File: src/rtl/digit_mux_pkg.sv
// Shared types and constants for the seven-segment digit multiplexing scheduler.
package digit_mux_pkg;

    typedef enum logic {
        BLANK = 1'b0,
        DRIVE = 1'b1
    } mux_state_e;

    localparam int NIBBLE_W = 4;

    // Wide enough for any practical digit count; users slice off NUM_DIGITS bits.
    localparam int MAX_DIGITS = 32;
    localparam logic [MAX_DIGITS-1:0] DIGITS_OFF = '1;

endpackage

File: src/rtl/mux_phase_timer.sv
// Phase timer shared by the blank and dwell phases: counts up from zero after
// each restart and flags the cycle on which it reaches the phase's last count.
module mux_phase_timer #(
    parameter int CNT_W = 2
) (
    input  logic             clk,
    input  logic             reset,
    input  logic             restart,
    input  logic [CNT_W-1:0] last,
    output logic             done
);

    logic [CNT_W-1:0] cnt_q;

    always_ff @(posedge clk or posedge reset) begin
        if (reset) begin
            cnt_q <= '0;
        end else if (restart) begin
            cnt_q <= '0;
        end else begin
            cnt_q <= cnt_q + CNT_W'(1);
        end
    end

    assign done = (cnt_q == last);

endmodule

File: src/rtl/digit_mux_scheduler.sv
// Time-multiplexes one shared hex-to-segment decoder across NUM_DIGITS common-anode
// digits. Define DIGIT_MUX_BLANK_EN to insert anti-ghosting blank time before each digit.
module digit_mux_scheduler
    import digit_mux_pkg::*;
#(
    parameter int NUM_DIGITS   = 2,
    parameter int DWELL_CYCLES = 262144,
    parameter int BLANK_CYCLES = 4096
) (
    input  logic                           clk,
    input  logic                           reset,
    input  logic [NIBBLE_W*NUM_DIGITS-1:0] digit_val,
    input  logic [NUM_DIGITS-1:0]          digit_en,
    input  logic                           load,
    output logic                           load_ack,
    output logic [NIBBLE_W-1:0]            active_val,
    output logic [NUM_DIGITS-1:0]          anode_n,
    output logic                           frame_start
);

    localparam int MAX_PHASE = (DWELL_CYCLES > BLANK_CYCLES) ? DWELL_CYCLES : BLANK_CYCLES;
    localparam int CNT_W     = (MAX_PHASE > 1) ? $clog2(MAX_PHASE) : 1;
    localparam int SLOT_W    = $clog2(NUM_DIGITS);
    localparam int VAL_W     = NIBBLE_W * NUM_DIGITS;

    localparam logic [CNT_W-1:0]      DWELL_LAST = CNT_W'(DWELL_CYCLES - 1);
`ifdef DIGIT_MUX_BLANK_EN
    localparam logic [CNT_W-1:0]      BLANK_LAST = CNT_W'(BLANK_CYCLES - 1);
`endif
    localparam logic [SLOT_W-1:0]     SLOT_LAST  = SLOT_W'(NUM_DIGITS - 1);
    localparam logic [NUM_DIGITS-1:0] ALL_OFF    = DIGITS_OFF[NUM_DIGITS-1:0];

    mux_state_e              state_q, state_d;
    logic [SLOT_W-1:0]       slot_q, slot_d, next_slot;
    logic                    start_q;
    logic [VAL_W-1:0]        disp_q, shadow_q;
    logic                    pend_q;
    logic                    restart, done, enter, frame_d, commit;
    logic [CNT_W-1:0]        phase_last;
    logic [NUM_DIGITS-1:0]   anode_d;
    logic [NIBBLE_W-1:0]     active_d;

    mux_phase_timer #(
        .CNT_W(CNT_W)
    ) u_timer (
        .clk    (clk),
        .reset  (reset),
        .restart(restart),
        .last   (phase_last),
        .done   (done)
    );

`ifdef DIGIT_MUX_BLANK_EN
    assign phase_last = (state_q == BLANK) ? BLANK_LAST : DWELL_LAST;
`else
    assign phase_last = DWELL_LAST;
`endif

    assign next_slot = (slot_q == SLOT_LAST) ? '0 : slot_q + SLOT_W'(1);

    // start_q marks the first edge after reset as an entry into slot 0, so the
    // opening frame lines up with every later frame.
    always_comb begin
        state_d = state_q;
        slot_d  = slot_q;
        restart = 1'b0;
        enter   = 1'b0;
        if (start_q) begin
`ifdef DIGIT_MUX_BLANK_EN
            state_d = BLANK;
`else
            state_d = DRIVE;
`endif
            restart = 1'b1;
            enter   = 1'b1;
        end else begin
`ifdef DIGIT_MUX_BLANK_EN
            if (state_q == BLANK) begin
                if (done) begin
                    state_d = DRIVE;
                    restart = 1'b1;
                end
            end else if (done) begin
                state_d = BLANK;
                slot_d  = next_slot;
                restart = 1'b1;
                enter   = 1'b1;
            end
`else
            if (done) begin
                state_d = DRIVE;
                slot_d  = next_slot;
                restart = 1'b1;
                enter   = 1'b1;
            end
`endif
        end
    end

    assign frame_d = enter && (slot_d == '0);
    assign commit  = frame_d && pend_q;

    // Outputs are computed from the state being entered so they can be registered
    // without lagging the FSM by a cycle.
    always_comb begin
        anode_d = ALL_OFF;
        if (state_d == DRIVE && digit_en[slot_d]) begin
            anode_d[slot_d] = 1'b0;
        end
        active_d = active_val;
        if (commit) begin
            active_d = shadow_q[NIBBLE_W-1:0];
        end else if (enter) begin
            active_d = disp_q[slot_d*NIBBLE_W +: NIBBLE_W];
        end
    end

    always_ff @(posedge clk or posedge reset) begin
        if (reset) begin
            state_q     <= BLANK;
            slot_q      <= '0;
            start_q     <= 1'b1;
            disp_q      <= '0;
            shadow_q    <= '0;
            pend_q      <= 1'b0;
            anode_n     <= ALL_OFF;
            active_val  <= '0;
            load_ack    <= 1'b0;
            frame_start <= 1'b0;
        end else begin
            state_q     <= state_d;
            slot_q      <= slot_d;
            start_q     <= 1'b0;
            anode_n     <= anode_d;
            active_val  <= active_d;
            load_ack    <= commit;
            frame_start <= frame_d;
            if (load) begin
                shadow_q <= digit_val;
            end
            if (commit) begin
                disp_q <= shadow_q;
            end
            // A load on the commit edge wins, keeping its new value pending.
            if (load) begin
                pend_q <= 1'b1;
            end else if (commit) begin
                pend_q <= 1'b0;
            end
        end
    end

endmodule

File: config.mk
export PLATFORM = sky130hd
export DESIGN_NAME = digit_mux_scheduler
export DESIGN_NICKNAME = d
export VERILOG_FILES = /design/src/rtl/digit_mux_pkg.sv /design/src/rtl/mux_phase_timer.sv /design/src/rtl/digit_mux_scheduler.sv
export SDC_FILE = /design/constraint.sdc
export NUM_CORES = 1
export LEC_CHECK = 0
export CAP_MARGIN = 20
export CORE_MARGIN = 4
export CORE_UTILIZATION = 45
export DETAILED_ROUTE_END_ITERATION = 16
export GPL_TIMING_DRIVEN = 0
export PLACE_DENSITY = 0.75
export SLEW_MARGIN = 20
export SYNTH_ARGS = -nofsm -noshare
export SYNTH_HDL_FRONTEND = slang
export SYNTH_SLANG_ARGS = --single-unit
File: constraint.sdc
create_clock -name clk -period 2 [get_ports clk]
set_input_delay 0.6 -clock clk [delete_from_list [all_inputs] [get_ports clk]]
set_output_delay 0.6 -clock clk [all_outputs]
set_load 0.1 [all_outputs]
==> key figures <==
STA
  • Hold Vio Cnt, Final: 0
  • Slew @ Worst Pin: 0.549 ns
  • Final worst slack: 0.0382 ns
  • RSZ-0062 raised after global routing: no
  • Final min period: 1.96 ns
  • Tcrit/Tclk final: 98.1%
  • Max-slew headroom: 63.6%
  • Final setup fails: 0
  • FMAX: 510 MHz
  • Setup TNS: 0 ns
  • Clock skew: 0.00504 ns
  • Pins Over Slew Limit: 0

Clocking
  • Clock transition at the registers of the reported paths: 0.08 ns
  • Clock Path Buffers: 2
  • H-tree depth: 2
  • Sink Count: 46
  • Num CTS Buffers: 5
  • Post-CTS Hold Fix Bufs: 0
  • Clk Latency, worst-skew pair: 0.29 ns
  • Root Driver: clkbuf_8
  • CTS tree: yes

Die
  • Row cnt: 24
  • DIE WIDTH: 75.2 um
  • IO Pins: 21
  • Core area: 4350 sq um
  • Die H: 75.2 um
  • Initial Util: 46.7%
  • DIE AREA: 5660 sq um

Critical path
  • WP buf/inv: 1
  • R2r endpoint: anode_n[0]$_DFF_PP1_
  • CP max stage delay: 0.55 ns
  • WS Path Type: reg2out
  • CP endpoint kind: primary output
  • WP data required: 1.40 ns
  • CP max FO: 1
  • Critical path, cell by cell: clkdlybuf4s15_2
  • Crit path max-delay cell type: clkdlybuf4s15_2
  • R2R Setup Slk: 0.13 ns
  • Worst R2R Start: u_timer.cnt_q[0]$_DFF_PP0_
  • Worst EP arrival: 1.36 ns
  • Top Family by Delay on Critical Path: buffers and inverters
  • Reg2reg path depth: 6
  • CP startpoint kind: flop

Logic synthesis
  • Synth Instances: 188
  • Library cells used by synthesis: 38
  • Register bit total from synthesis: 46
  • Synth Flop Type: dfrtp_1
  • YS warnings: 0
  • Synthesized Nets: 202
  • Area leader, netlist: dfrtp_1
  • Post-Syn Area: 2030 sq um
  • Top-count cell post-synth: dfrtp_1
  • Seq/Total Area, Yosys: 56.8%
  • Async set-reset flop share out of synthesis: 100%
  • Top cells by area, synth: dfrtp_1 (53%), nor2_1 (5.5%), xor2_1 (5.2%)
  • EDFF count, synth: 0
  • Synth cell count leaders: dfrtp_1 (43), nor2_1 (30), nand2_1 (25), xor2_1 (12), nand3_1 (10)
  • Post-synth top area share: 52.9%
  • Syn_area_per_cell: 10.8 sq um

Drt
  • Drt wl/cell: 12.5 um
  • Via density: 5.04
  • Final wirelength: 3370 um
  • Drt pass-1 iters: 2
  • DRC viols: 0
  • DR vias: 1356
  • Initial DRC count: 38
  • Antenna-violating nets left: 0

GRT
  • Vias in the first global route: 1302
  • Largest net degree at the start of global routing: 37
  • Initial antenna violation count: 0
  • All-layer global routing usage: 13.6%
  • Grt total ovfl: 0
  • First-pass GRT wire length: 5710 um

Power
  • Leakage: 0.00113 uW
  • Pwr/cell area: 824 nW/um^2
  • Worst VDD drop: 626 uV

Min path
  • Hold_sp: shadow_q[6]$_DFFE_PP0P_
  • Hold Path Sink: disp_q[6]$_DFFE_PP0P_
  • Worst hold path type: reg2reg
  • Min-Delay Path Depth: 2

Place
  • Worst slack, placed: -0.221 ns
  • DPL Wire Length: 2470 um
  • Port bufs: 19
  • Gpl congestion: 0.759

Final layout
  • Share of cells above drive strength 1: 22.1%
  • Register area: 1150 sq um
  • Net count reported at finish: 231
  • Layout fillers: 368
  • ANT cells: 0
  • Layout area overhead: 21.3%
  • Area of the multi-input gates: 826 sq um

Run
  • # Max-Cap Violations: 0

Status
  • Status: completed
cell usage in the layout, fill, tap and decap left out, drive strengths merged:
cell type and instances:
dfrtp 43, nor2 30, nand2 25, xor2 13, clkdlybuf4s50 11, nand3 10
mux2 9, clkdlybuf4s15 8, clkbuf 8, a31oi 7, inv 7, buf 7
xnor2 5, and3 5, o21ai 4, nand4 4, or2 4, dfstp 3
and4 2, nor3 1, nor3b 1, a21o 1, nor4 1, o21bai 1
mux2i 1, nor2b 1, a211oi 1, a21oi 1, ha 1, bufinv 1
conb 1
stage by stage:
stage	hold slack [ns]	util, %	power (uW)	instance area (sq um)	instances
finish	0.479	56.6	2030	2470	269
global route	0.511	56.6	2130	2470	269
CTS	0.484	55.8	2060	2430	267
detailed placement	0.464	53.0	1370	2310	260
global placement	0.453	52.6	1360	2290	259
floorplan	0.435	-	1270	2030	188
state kept, by name, indices dropped and copies added (netlist names):
| signal | count |
|---|---|
| active_val | 4 |
| disp_q | 8 |
| anode_n | 2 |
| pend_q | 1 |
| load_ack | 1 |
| frame_start | 1 |
| shadow_q | 8 |
| u_timer.cnt_q | 18 |
| state_q | 1 |
| slot_q | 1 |
| start_q | 1 |
how the worst max path moves through the flow:
| stage | depth (start not counted) | slack [ns] | from | end |
|---|---|---|---|---|
| finish | 1 | 0.04 | anode_n[0]$_DFF_PP1_ | anode_n[0] |
| global route | 1 | 0.0002 | anode_n[0]$_DFF_PP1_ | anode_n[0] |
| CTS | 1 | 0.02 | anode_n[0]$_DFF_PP1_ | anode_n[0] |
| detailed placement | 1 | -0.22 | anode_n[0]$_DFF_PP1_ | anode_n[0] |
| global placement | 2 | -0.54 | reset | state_q$_DFF_PP0_ |
| floorplan | 1 | 0.32 | reset | active_val[0]$_DFFE_PP0P_ |
logic make-up (layout without fill, tap and decap cells):
| family | after synthesis | count (layout) | share of synthesized area, % |
|---|---|---|---|
| compound gates | 15 | 15 | 4.80 |
| xor+xnor | 18 | 18 | 8.12 |
| fa+ha+maj | 1 | 1 | 0.615 |
| buf+inv | 13 | 42 | 3.45 |
| flops | 46 | 46 | 56.8 |
| mux | 10 | 10 | 5.48 |
| other cells | 1 | 1 | 0.184 |
| simple gates | 84 | 84 | 20.6 |
where the power goes:
group / internal, uW / switching [uW] / total (uW)
combinational: 103 / 211 / 314
sequential: 996 / 36.7 / 1030
clock: 399 / 285 / 684
total: 1500 / 533 / 2030
repair_timing:
item / 4_1_cts / 5_1_grt
resized for setup: 24 / 4
gates cloned: 0 / 0
setup buffers: 0 / 2
setup endpoints to repair: 8 / 3
area by class of cell:
type / count / share of cell area [%]
clock buffers: 6 / 3.35
inverters: 7 / 1.07
repair buffers: 22 / 9.54
well taps: 52 / 2.64
clock inverters: 1 / 1.22
multi-input cells: 129 / 33.5
plain buffers: 6 / 1.88
flip-flops and latches: 46 / 46.8
layer usage:
metal / part of all wire [%] / wire length, um / track usage, % / up-vias
met5: 0 / 0 / 0 / -
met4: 1.8 / 59 / 5.24 / 0
met3: 3.3 / 112 / 4.41 / 6
met2: 52 / 1740 / 23.7 / 15
met1: 43 / 1460 / 15.6 / 658
li1: - / - / - / 677
(Power assumes the default switching activity.)
